**src/rtl/fft_pkg.sv**
```systemverilog
// Shared types and constants for the FFT datapath.
// Butterfly helpers: round-half-up halving and DATA_W reduction.
package fft_pkg;

    localparam int DATA_W  = 16;
    localparam int TW_W    = 16;
    localparam int TW_FRAC = 14;
    localparam int PROD_W  = DATA_W + TW_W;
    localparam int EXT_W   = DATA_W + 2;

    typedef struct packed {
        logic signed [DATA_W-1:0] re;
        logic signed [DATA_W-1:0] im;
    } cplx_t;

    typedef struct packed {
        logic signed [TW_W-1:0] re;
        logic signed [TW_W-1:0] im;
    } tw_t;

    typedef logic signed [EXT_W-1:0] ext_t;

    localparam ext_t DMAX = ext_t'(2 ** (DATA_W - 1) - 1);
    localparam ext_t DMIN = ext_t'(-(2 ** (DATA_W - 1)));

    function automatic ext_t half_round(input ext_t s, input logic sc);
        logic signed [EXT_W:0] t;
        t = (EXT_W + 1)'(s);
        t = t + (EXT_W + 1)'(1);
        return sc ? ext_t'(t >>> 1) : s;
    endfunction

    function automatic logic out_of_range(input ext_t s);
        return (s > DMAX) || (s < DMIN);
    endfunction

    function automatic logic [DATA_W-1:0] clamp(input ext_t s);
        if (s > DMAX)
            return DMAX[DATA_W-1:0];
        else if (s < DMIN)
            return DMIN[DATA_W-1:0];
        else
            return s[DATA_W-1:0];
    endfunction

    function automatic logic [DATA_W-1:0] wrap(input ext_t s);
        return s[DATA_W-1:0];
    endfunction

endpackage

```
**src/rtl/fft_cmul.sv**
```systemverilog
// Complex multiply B*W: registered partial products (stage 2),
// then rounded Q1.14 reduction to DATA_W+2 bits.
module fft_cmul
    import fft_pkg::*;
(
    input  logic  clk,
    input  logic  rst_n,
    input  logic  en,
    input  cplx_t b,
    input  tw_t   w,
    output ext_t  t_re,
    output ext_t  t_im
);

    localparam logic signed [PROD_W:0] RND =
        (PROD_W + 1)'(2 ** (TW_FRAC - 1));

    logic signed [PROD_W-1:0] p_rr, p_ii, p_ri, p_ir;
    logic signed [PROD_W:0]   sum_re, sum_im;

    // Stage 2: four signed partial products, held while stalled
    always_ff @(posedge clk or negedge rst_n) begin
        if (!rst_n) begin
            p_rr <= '0;
            p_ii <= '0;
            p_ri <= '0;
            p_ir <= '0;
        end else if (en) begin
            p_rr <= PROD_W'(b.re) * PROD_W'(w.re);
            p_ii <= PROD_W'(b.im) * PROD_W'(w.im);
            p_ri <= PROD_W'(b.re) * PROD_W'(w.im);
            p_ir <= PROD_W'(b.im) * PROD_W'(w.re);
        end
    end

    // Combine products, add half an LSB, drop the fraction
    always_comb begin
        sum_re = (PROD_W + 1)'(p_rr) - (PROD_W + 1)'(p_ii) + RND;
        sum_im = (PROD_W + 1)'(p_ri) + (PROD_W + 1)'(p_ir) + RND;
        t_re   = ext_t'(sum_re >>> TW_FRAC);
        t_im   = ext_t'(sum_im >>> TW_FRAC);
    end

endmodule

```
**src/rtl/fft_butterfly.sv**
```systemverilog
// Pipelined radix-2 DIT butterfly: X = A + W*B, Y = A - W*B.
// Define BFLY_SAT_EN for saturation and sticky o_ovf; default wraps.
module fft_butterfly
    import fft_pkg::*;
(
    input  logic              i_clk,
    input  logic              i_rst_n,
    input  logic              i_valid,
    output logic              o_ready,
    input  logic [DATA_W-1:0] i_a_re,
    input  logic [DATA_W-1:0] i_a_im,
    input  logic [DATA_W-1:0] i_b_re,
    input  logic [DATA_W-1:0] i_b_im,
    input  logic [TW_W-1:0]   i_tw_re,
    input  logic [TW_W-1:0]   i_tw_im,
    input  logic              i_scale,
    output logic              o_valid,
    input  logic              i_ready,
    output logic [DATA_W-1:0] o_x_re,
    output logic [DATA_W-1:0] o_x_im,
    output logic [DATA_W-1:0] o_y_re,
    output logic [DATA_W-1:0] o_y_im,
    output logic              o_ovf,
    input  logic              i_ovf_clr
);

    logic  advance;
    logic  v1, v2, sc1, sc2;
    cplx_t a1, b1, a2;
    tw_t   w1;
    ext_t  t_re, t_im;
    ext_t  a_re_e, a_im_e;
    ext_t  s_xre, s_xim, s_yre, s_yim;
    logic [DATA_W-1:0] r_xre, r_xim, r_yre, r_yim;

    assign advance = i_ready | ~o_valid;
    assign o_ready = advance;

    // Stage 1: capture operands, twiddle and scale with the beat
    always_ff @(posedge i_clk or negedge i_rst_n) begin
        if (!i_rst_n) begin
            v1  <= 1'b0;
            sc1 <= 1'b0;
            a1  <= '0;
            b1  <= '0;
            w1  <= '0;
        end else if (advance) begin
            v1  <= i_valid;
            sc1 <= i_scale;
            a1  <= '{re: i_a_re, im: i_a_im};
            b1  <= '{re: i_b_re, im: i_b_im};
            w1  <= '{re: i_tw_re, im: i_tw_im};
        end
    end

    fft_cmul u_cmul (
        .clk   (i_clk),
        .rst_n (i_rst_n),
        .en    (advance),
        .b     (b1),
        .w     (w1),
        .t_re  (t_re),
        .t_im  (t_im)
    );

    // Stage 2: delay A, scale and valid alongside the products
    always_ff @(posedge i_clk or negedge i_rst_n) begin
        if (!i_rst_n) begin
            v2  <= 1'b0;
            sc2 <= 1'b0;
            a2  <= '0;
        end else if (advance) begin
            v2  <= v1;
            sc2 <= sc1;
            a2  <= a1;
        end
    end

    // Stage 3 arithmetic: a +/- t, then optional rounded halving
    always_comb begin
        a_re_e = ext_t'(a2.re);
        a_im_e = ext_t'(a2.im);
        s_xre  = half_round(a_re_e + t_re, sc2);
        s_xim  = half_round(a_im_e + t_im, sc2);
        s_yre  = half_round(a_re_e - t_re, sc2);
        s_yim  = half_round(a_im_e - t_im, sc2);
    end

`ifdef BFLY_SAT_EN
    logic ovf_hit;

    // Clamp each result to DATA_W and flag any that needed it
    always_comb begin
        r_xre   = clamp(s_xre);
        r_xim   = clamp(s_xim);
        r_yre   = clamp(s_yre);
        r_yim   = clamp(s_yim);
        ovf_hit = out_of_range(s_xre) | out_of_range(s_xim) |
                  out_of_range(s_yre) | out_of_range(s_yim);
    end

    // Sticky overflow; a new overflow beats a simultaneous clear
    always_ff @(posedge i_clk or negedge i_rst_n) begin
        if (!i_rst_n)
            o_ovf <= 1'b0;
        else if (advance && v2 && ovf_hit)
            o_ovf <= 1'b1;
        else if (i_ovf_clr)
            o_ovf <= 1'b0;
    end
`else
    logic ovf_clr_unused;

    // Two's-complement wrap to DATA_W
    always_comb begin
        r_xre = wrap(s_xre);
        r_xim = wrap(s_xim);
        r_yre = wrap(s_yre);
        r_yim = wrap(s_yim);
    end

    assign o_ovf          = 1'b0;
    assign ovf_clr_unused = i_ovf_clr;
`endif

    // Output stage: data only moves when a valid beat lands
    always_ff @(posedge i_clk or negedge i_rst_n) begin
        if (!i_rst_n) begin
            o_valid <= 1'b0;
            o_x_re  <= '0;
            o_x_im  <= '0;
            o_y_re  <= '0;
            o_y_im  <= '0;
        end else if (advance) begin
            o_valid <= v2;
            if (v2) begin
                o_x_re <= r_xre;
                o_x_im <= r_xim;
                o_y_re <= r_yre;
                o_y_im <= r_yim;
            end
        end
    end

endmodule

```
**config.mk**
```make
export PLATFORM = sky130hd
export DESIGN_NAME = fft_butterfly
export DESIGN_NICKNAME = d
export VERILOG_FILES = /design/src/rtl/fft_pkg.sv /design/src/rtl/fft_cmul.sv /design/src/rtl/fft_butterfly.sv
export SDC_FILE = /design/constraint.sdc
export NUM_CORES = 2
export LEC_CHECK = 0
export ABC_AREA = 0
export BUFFER_PORTS_ARGS = -buffer_cell sky130_fd_sc_hd__buf_2
export CAP_MARGIN = 40
export CORE_MARGIN = 2
export CORE_UTILIZATION = 40
export CTS_CLUSTER_DIAMETER = 50
export CTS_CLUSTER_SIZE = 8
export DETAILED_ROUTE_END_ITERATION = 6
export PLACE_DENSITY_LB_ADDON = 0.12
export RECOVER_POWER = 100
export SETUP_SLACK_MARGIN = 0.4
export SKIP_LAST_GASP = 1
export SLEW_MARGIN = 25
export SYNTH_ARGS = -nofsm -noshare
export SYNTH_HDL_FRONTEND = slang
export SYNTH_SLANG_ARGS = --single-unit
```
**constraint.sdc**
```tcl
create_clock -name i_clk -period 6 [get_ports i_clk]
set_clock_uncertainty 0.1 [all_clocks]
set_input_delay 0.9 -clock i_clk [delete_from_list [all_inputs] [get_ports i_clk]]
set_output_delay 0.9 -clock i_clk [all_outputs]
set_load 0.01 [all_outputs]
```
==> run metrics <==
status finished with violations; violations in the final reports capacitance limit, slew limit, setup timing; Buffers & Inverters on Critical Path 7; met2 Resource Use GR 39.5%; initial antenna violation count 6; part of the cycle the worst path needs 109%; unrepaired setup endpoints after global routing yes; total die area 0.146 sq mm; reg-to-reg critical path startpoint w1[21]$_DFFE_PN0N_; max-slew violation total from the final report 344; net count after synthesis 8106; post-route core utilization 51.6%; WL/cell 18.6 microns; slack of the worst reg-to-reg path -560 ps; Max Buffers Root-to-Sink 3; global-route wire length before repair 271000 microns; total number of vias 45.1k; vias in the first global route 47.6k; width of the chip 383 microns; Post-Synthesis Cells 6460; buffer type at the clock tree root clkbuf_16; GRT Residual Overflow 0; # H-tree levels 3; Period minus WS final 6560 ps; antenna diode count 0; sequential cell area fraction in the yosys report 14.0%; P&R area growth vs syn 27.8%; hold depth 3; Total Nets Final 8949; DR pass1 iterations 6; met1 capacity usage during global routing 33.1%; hold path start i_a_re[8]; vertical die dimension 383 microns; library cell appearing most often on the critical path fa_1; number of buffers created by CTS 71; share of cells above drive strength 1 23.8%; effective utilization at floorplan 40.4%; cell area after synthesis 0.0573 sq mm; global placer's final weighted congestion 0.895; worst slew margin relative to its limit -95.9%; Post-DRT Antenna Nets 0; total DRC errors in the routed layout 0; data required time at the worst endpoint 6450 ps; GRT Util Overall 24.0%; number of enable-type register cells in the synthesized netlist 0; worst stage delay on the critical path 570 ps; Final HPWL DP 138000 microns; maximum number of pins on one net before global-route repair 125; Hold Crit Class primary input to flip-flop; Highest Clock Rate 152 MHz; via density per instance 4.88; slowest cell on the critical path fa_2; met3 demand-to-capacity share in global routing 3.12%; Tightest Pin Transition 2940 ps; final worst slack -564 ps; setup violators final 49; most common library cell in the layout ignoring fill and taps inv_1; CTS clk-pin slew, worst paths 50 ps; leading register cell type out of synthesis dfrtp_1; worst path arrival time 7010 ps; kind of launch point of the worst setup path flip-flop; Setup crit end kind flip-flop; number of warnings issued by yosys 0; drt total wl 172000 microns; most frequent cells in the layout inv_1, nand2_1, fa_1; number of maximum-capacitance constraint violations 5; share of async-settable or async-resettable flops after synthesis 100%; FF+latch count, synth 321; final hold violation count 0; Worst R2R End u_cmul.p_rr[29]$_DFFE_PN0N_; path depth of the worst reg2reg path 25; critical path class flip-flop to flip-flop; TritonCTS clock tree built; total of buffers placed on input and output ports 166; number of hold buffers added after cts 0; insertion delay of the later-clocked pin in the worst-skew pair 680 ps; maximum net fanout on the critical path 8; first-iteration detailed-routing DRC count 2091; cell class contributing the biggest share of worst-path delay adder cells; average cell area after synthesis 8.87 sq um; number of clock sinks 321; Endpoint, Worst Hold a1[24]$_DFFE_PN0N_; GRT busiest layer met2; number of distinct library cells after synthesis 86; core area 0.142 sq mm; setup TNS after final layout -14680 ps; number of standard-cell rows in the floorplan 138; Boundary Pins 169
[cells in the mapped netlist (66+ instances only)]
| library cell | instances | share of area (%) |
|---|---|---|
| xor2_1 | 73 | 1.1 |
| o21ai_0 | 155 | 1.4 |
| fa_1 | 1028 | 36 |
| a21o_1 | 66 | 0.86 |
| ha_1 | 516 | 11 |
| xnor2_1 | 175 | 2.7 |
| clkbuf_1 | 277 | 1.8 |
| a21oi_1 | 244 | 2.1 |
| and2_1 | 470 | 5.1 |
| nand2_1 | 1105 | 7.2 |
| inv_1 | 1254 | 8.2 |
| nor2_1 | 231 | 1.5 |
| dfrtp_1 | 321 | 14 |
[state kept, by name, indices dropped and copies added (netlist names), 16 cells and up]
register / flops
u_cmul.p_rr: 31
b1: 32
o_y_re: 16
u_cmul.p_ri: 31
u_cmul.p_ir: 31
a2: 32
u_cmul.p_ii: 31
o_x_im: 16
o_y_im: 16
o_x_re: 16
a1: 32
w1: 32
[worst max-delay path by stage]
stage                            start                           to  cells after the start
finish              w1[21]$_DFFE_PN0N_  u_cmul.p_rr[29]$_DFFE_PN0N_                     25
global route        w1[20]$_DFFE_PN0N_  u_cmul.p_rr[29]$_DFFE_PN0N_                     25
CTS                 w1[20]$_DFFE_PN0N_  u_cmul.p_rr[29]$_DFFE_PN0N_                     25
detailed placement  w1[20]$_DFFE_PN0N_  u_cmul.p_rr[29]$_DFFE_PN0N_                     25
global placement    w1[18]$_DFFE_PN0N_  u_cmul.p_rr[24]$_DFFE_PN0N_                     25
floorplan           b1[31]$_DFFE_PN0N_  u_cmul.p_rr[29]$_DFFE_PN0N_                     24
[repair_timing]
item / in CTS / in global routing
resized for setup: 292 / 433
gates cloned: 9 / 2
setup endpoints to repair: 104 / 117
pin swaps: 182 / 320
buffers inserted: 73 / 70
[kinds of logic (layout without fill, tap and decap cells)]
group,Yosys count,count (layout),synth area share [%]
fa+ha+maj,1544,1544,47.2
buf+inv,1546,2433,10.1
simple gates,2069,2069,16.8
xor+xnor,249,249,3.82
other cells,1,1,0.00654
mux,12,12,0.212
compound gates,718,718,7.83
flops,321,321,14.0
[stage by stage]
| stage | hold slack (ps) | instances | area [sq um] | setup slack (ps) |
|---|---|---|---|---|
| global placement | 348 | 8960 | 66200 | -700 |
| floorplan | 331 | 6460 | 57900 | -242 |
| CTS | 26.3 | 9164 | 70700 | -638 |
| detailed placement | 356 | 8965 | 66200 | -791 |
| global route | 287 | 9237 | 73200 | -788 |
| finish | 313 | 9237 | 73200 | -564 |
[layer usage]
layer | share of wire [%] | vias up
met3 | 4.2 | 204
met5 | 0.0076 | -
met1 | 45 | 22718
li1 | - | 21349
met4 | 3.1 | 2
met2 | 47 | 821
[worst min-delay path, stage by stage]
cell and delay [ps]:
buf_2 70, nand2_1 40, nand2_1 50
[layout make-up]
class,instances,area [sq um]
multi-input cells,4593,46600
inverters,1255,4720
clock inverters,31,470
well taps,1890,2360
flip-flops and latches,321,8060
repair buffers,1061,9120
clock buffers,86,1900
fillers,13397,68700
Power is left out: the tool's default activity adds up to more than one toggle a clock period on the data nets, which glitch-free logic cannot reach.
